<file path="config.mk">
export PLATFORM = sky130hd
export DESIGN_NAME = rr_arbiter_flat
export DESIGN_NICKNAME = d
export VERILOG_FILES = /design/src/rtl/rr_arbiter_if.sv /design/src/rtl/rr_arbiter.sv /design/src/flat_wrapper.sv
export SDC_FILE = /design/constraint.sdc
export NUM_CORES = 1
export LEC_CHECK = 0
export BUFFER_PORTS_ARGS = -buffer_cell sky130_fd_sc_hd__buf_2
export CORE_MARGIN = 2
export CORE_UTILIZATION = 40
export CTS_CLUSTER_DIAMETER = 30
export DETAILED_ROUTE_END_ITERATION = 7
export PLACE_DENSITY = 0.65
export REMOVE_ABC_BUFFERS = 1
export SLEW_MARGIN = 20
export SYNTH_ARGS = -nofsm -noshare
export SYNTH_HDL_FRONTEND = slang
export SYNTH_SLANG_ARGS = --single-unit
</file>
<file path="constraint.sdc">
create_clock -name clk_i -period 3.2 [get_ports clk_i]
set_input_delay 0.96 -clock clk_i [delete_from_list [all_inputs] [get_ports clk_i]]
set_output_delay 0.96 -clock clk_i [all_outputs]
set_load 0.01 [all_outputs]
</file>
<file path="src/rtl/rr_arbiter_if.sv">
// rr_arbiter_if: request/grant bundle between requesters and the round-robin arbiter.
interface rr_arbiter_if #(
  parameter int NUM_REQ = 5
);
  localparam int IW = $clog2(NUM_REQ);
  logic [NUM_REQ-1:0] req_i;
  logic [NUM_REQ-1:0] gnt_o;
  logic [IW-1:0]      gnt_idx_o;
  logic               gnt_valid_o;
  logic               revoke_o;
  modport master (output req_i, input gnt_o, gnt_idx_o, gnt_valid_o, revoke_o);
  modport slave  (input req_i, output gnt_o, gnt_idx_o, gnt_valid_o, revoke_o);
endinterface

</file>
<file path="src/rtl/rr_arbiter.sv">
// rr_arbiter: round-robin arbiter with registered one-hot grant.
// Define RR_ARBITER_HOLD_LIMIT_EN to build the hold-limit timer and revoke pulse.
module rr_arbiter #(
  parameter int NUM_REQ  = 5,
  parameter int MAX_HOLD = 16
) (
  input logic         clk_i,
  input logic         arst_i,
  rr_arbiter_if.slave bus
);
  localparam int IW = $clog2(NUM_REQ);
  typedef enum logic {IDLE, GRANT} state_t;
  state_t             state_q, state_d;
  logic [IW-1:0]      ptr_q, ptr_d, idx_q, idx_d, win_idx, win_nxt;
  logic [NUM_REQ-1:0] gnt_q, gnt_d, cand;
  logic [IW:0]        pos;
  logic               revoke_q, revoke_d, win_found, keep, at_limit, owner_req;
  // The current grantee is masked so a release hands off to someone else at the same edge.
  assign cand      = bus.req_i & ~gnt_q;
  assign owner_req = (state_q == GRANT) && bus.req_i[idx_q];
  always_comb begin
    win_found = 1'b0;
    win_idx   = '0;
    pos       = '0;
    for (int k = NUM_REQ - 1; k >= 0; k--) begin
      pos = {1'b0, ptr_q} + (IW+1)'(k);
      pos = (pos >= (IW+1)'(NUM_REQ)) ? pos - (IW+1)'(NUM_REQ) : pos;
      if (cand[pos]) begin
        win_found = 1'b1;
        win_idx   = pos[IW-1:0];
      end
    end
  end
  assign win_nxt  = (win_idx == IW'(NUM_REQ - 1)) ? '0 : win_idx + 1'b1;
  assign keep     = owner_req && !at_limit;
  assign revoke_d = owner_req && at_limit;
  assign state_d  = (keep || win_found) ? GRANT : IDLE;
  assign idx_d    = (!keep && win_found) ? win_idx : idx_q;
  assign ptr_d    = (!keep && win_found) ? win_nxt : ptr_q;
  assign gnt_d    = keep ? gnt_q : (win_found ? NUM_REQ'(1) << win_idx : '0);
  always_ff @(posedge clk_i or posedge arst_i) begin
    if (arst_i) begin
      state_q  <= IDLE;
      ptr_q    <= '0;
      idx_q    <= '0;
      gnt_q    <= '0;
      revoke_q <= 1'b0;
    end else begin
      state_q  <= state_d;
      ptr_q    <= ptr_d;
      idx_q    <= idx_d;
      gnt_q    <= gnt_d;
      revoke_q <= revoke_d;
    end
  end
`ifdef RR_ARBITER_HOLD_LIMIT_EN
  localparam int CW = $clog2(MAX_HOLD) + 1;
  logic [CW-1:0] hold_cnt_q, hold_cnt_d;
  assign at_limit   = hold_cnt_q == CW'(MAX_HOLD - 1);
  assign hold_cnt_d = keep ? hold_cnt_q + 1'b1 : '0;
  always_ff @(posedge clk_i or posedge arst_i) begin
    if (arst_i) hold_cnt_q <= '0;
    else        hold_cnt_q <= hold_cnt_d;
  end
`else
  logic unused_max_hold;
  assign unused_max_hold = ^MAX_HOLD;
  assign at_limit        = 1'b0;
`endif
  assign bus.gnt_o       = gnt_q;
  assign bus.gnt_idx_o   = idx_q;
  assign bus.gnt_valid_o = (state_q == GRANT);
  assign bus.revoke_o    = revoke_q;
endmodule

</file>
<file path="src/flat_wrapper.sv">
// flat-port wrapper written by rule: the top's interface ports become plain ports
module rr_arbiter_flat 
#(
  parameter int NUM_REQ  = 5,
  parameter int MAX_HOLD = 16
)
  (clk_i, arst_i, bus_req_i, bus_gnt_o, bus_gnt_idx_o, bus_gnt_valid_o, bus_revoke_o);
  rr_arbiter_if #(.NUM_REQ(NUM_REQ)) bus_i ();
  input logic clk_i;
  input logic arst_i;
  input wire logic [$bits(bus_i.req_i)-1:0] bus_req_i;
  output wire logic [$bits(bus_i.gnt_o)-1:0] bus_gnt_o;
  output wire logic [$bits(bus_i.gnt_idx_o)-1:0] bus_gnt_idx_o;
  output wire logic [$bits(bus_i.gnt_valid_o)-1:0] bus_gnt_valid_o;
  output wire logic [$bits(bus_i.revoke_o)-1:0] bus_revoke_o;
  assign bus_i.req_i = bus_req_i;
  assign bus_gnt_o = bus_i.gnt_o;
  assign bus_gnt_idx_o = bus_i.gnt_idx_o;
  assign bus_gnt_valid_o = bus_i.gnt_valid_o;
  assign bus_revoke_o = bus_i.revoke_o;
  rr_arbiter #(.NUM_REQ(NUM_REQ), .MAX_HOLD(MAX_HOLD)) u_core (.clk_i(clk_i), .arst_i(arst_i), .bus(bus_i));
endmodule
</file>
==> results.toml <==
[status]
status = "complete, no violations"

[drt]
vias = 1850
ant_nets = 0
drt-total-wl_um = 5500
wire_per_inst_um = 17.6
drt-initial-drc-count = 61
first_pass_iters = 4
drc = 0
via_per_inst = 5.93

[die]
die_h_um = 70.9
core_mm2 = 0.00432
die-area_mm2 = 0.00503
start_util_pct = 41.4
die_w_um = 70.9
rows = 24
pin_count = 17

[sta]
clock_skew_ns = 0.00522
finalHoldViolations = 0
fin_crit_sh_pct = 97.8
tns_ns = 0
setup_ws_ns = 0.0689
post-route-min-period_ns = 3.13
report.final.slew_viol_count = 0
max_freq_mhz = 319
setup_viol = 0

[yosys]
post_synth.cell_area_avg_um2 = 9.14
seq_area_frac_synth_pct = 16.8
ys.flop_type = "dfrtp_1"
synth_edf_count = 0
synth_seq_cells = 12
syn_inst = 196
synth_area_leaders = "dfrtp_1, ha_1, mux2i_1, nand2b_1, mux2_1"
synthArstFlopShare_pct = 100
yosys_warnings = 0
synth_top_area_share_pct = 16.8
syn-cell-area_mm2 = 0.00179
yosysTopAreaCell = "dfrtp_1"
ys_types = 74

[cells_and_area]
area_growth_pct = 44.2
fillers = 364
antennaDiodeCount = 0
multiInputGateArea_mm2 = 0.00161
fin_nets = 279
layout_common_cells = "buf_4, buf_2, dfrtp_1"
ff_latch_area_um2 = 302
layout-drive-gt1-share_pct = 49.2
final_common_cell = "buf_4"

[cts]
clk_latency_ns = 0.24
clock-root-buffer = "clkbuf_8"
cts_tree = "built"
htreeDepth = 1
cts_buffer_depth = 2
hold_buffers = 0
clkSinkCount = 12
clk_pin_slew_ns = 0.05
cts_buffers = 3

[critical_path]
cp_data_required_time_ns = 3.33
worstPathArrival_ns = 3.26
cp_max_fo = 5
critPathKind = "register to register"
cp-end-kind = "register"
startpoint_type = "register"

[run]
drv_cap = 0

[global_routing]
grt_pass1_vias = 1840
grt_max_degree = 31
grt_util_all_layers_pct = 21.5
grt_pass1_wl_um = 8680
grt.overflow.total = 0
antenna_found_initial = 0

[placement]
place_congestion = 0.952
numPortBuffers = 15
place_hpwl_um = 4080
dp_slack_ns = -0.136

[worst_hold_path]
hold_class = "register to register"
[cell usage after synthesis, drive strengths merged (2+ instances only)]
master	number
dfrtp	12
inv	11
mux2i	11
ha	10
nand2b	9
buf	8
nand2	8
o21ai	8
a21oi	7
mux2	7
nor2	7
nor2b	7
nor3b	5
a21o	4
or3b	4
xnor2	4
a211o	3
a211oi	3
a22o	3
a31oi	3
and3b	3
nand3b	3
nand4	3
o211ai	3
o32a	3
a21boi	2
a221o	2
clkbuf	2
mux4	2
nand3	2
nor4	2
nor4bb	2
o2111ai	2
o21a	2
o21bai	2
o221a	2
o22ai	2
o2bb2ai	2
o31ai	2
or3	2
[cells by family after synthesis]
group	after synthesis	share of synthesized area (%)
AO/OA/AOI/OAI	64	30.3
XOR/XNOR	5	2.87
adder cells (fa/ha/maj)	11	8.11
buffers and inverters	21	5.80
flip-flops	12	16.8
multiplexers	20	13.3
other	1	0.209
AND/OR/NAND/NOR	62	22.7
[routing by layer]
| metal | GRT usage [%] | vias up | wire length (µm) |
|---|---|---|---|
| li1 | - | 886 | - |
| met1 | 28.6 | 890 | 2400 |
| met2 | 35.7 | 64 | 2680 |
| met3 | 3.28 | 10 | 302 |
| met4 | 7.13 | 0 | 114 |
| met5 | 0 | - | 0 |
[worst max-delay path: stages (launching register included)]
cell and delay, ns:
dfrtp_1 0.40, inv_2 0.09, buf_4 0.18, ha_4 0.30
or3b_2 0.44, o21ai_0 0.14, o221a_2 0.26, buf_4 0.11
o21bai_2 0.07, a221oi_2 0.31, o41ai_4 0.13, buf_4 0.17
buf_4 0.13, a221o_1 0.28
[worst paths after layout]
path / from / to / slack, ns / depth (start not counted)
worst max-delay path: u_core.ptr_q[1] / u_core.ptr_q[1] / 0.07 / 13
worst min-delay path: u_core.bus.gnt_o[2] / u_core.bus.gnt_o[2] / 0.54 / 1
worst max register to register: u_core.ptr_q[1] / u_core.ptr_q[1] / 0.07 / 13
worst min register to register: u_core.bus.gnt_o[2] / u_core.bus.gnt_o[2] / 0.54 / 1
max in group asynchronous: arst_i / u_core.ptr_q[2] / 2.15 / 2
min in group asynchronous: arst_i / u_core.ptr_q[1] / 0.72 / 2
[registers in the layout, summed over array words and instances, names as in the netlist]
register,cells
u_core.bus.gnt_o,5
u_core.bus.gnt_idx_o,3
u_core.ptr_q,3
u_core.bus.gnt_valid_o,1
[through the flow]
step	hold WS (ns)	util [%]	cells	area, µm²
3_3_place_gp	0.537	52.3	304	2260
3_5_place_dp	0.542	52.3	304	2260
2_1_floorplan	0.549	-	186	1730
4_1_cts	0.554	54.3	309	2350
5_1_grt	0.574	59.7	312	2580
6_report	0.543	59.7	312	2580
[final cells by class]
cell class                      count  area share (%)
Clock buffer                        4            2.13
Inverter                           11            1.70
Multi-Input combinational cell    163            62.3
Sequential cell                    12            11.7
Tap cell                           52            2.52
Timing Repair Buffer               70            19.7
[what timing repair did]
item | CTS | global route
endpoints found under the hold margin | 0 | 0
gates resized for setup | 6 | 42
endpoints found under the setup margin | 9 | 11
pin swaps | 2 | 12
buffers inserted | 1 | 3
Power is not shown: default switching activity piles up to over one toggle a cycle in this logic, so the estimate is an artifact.
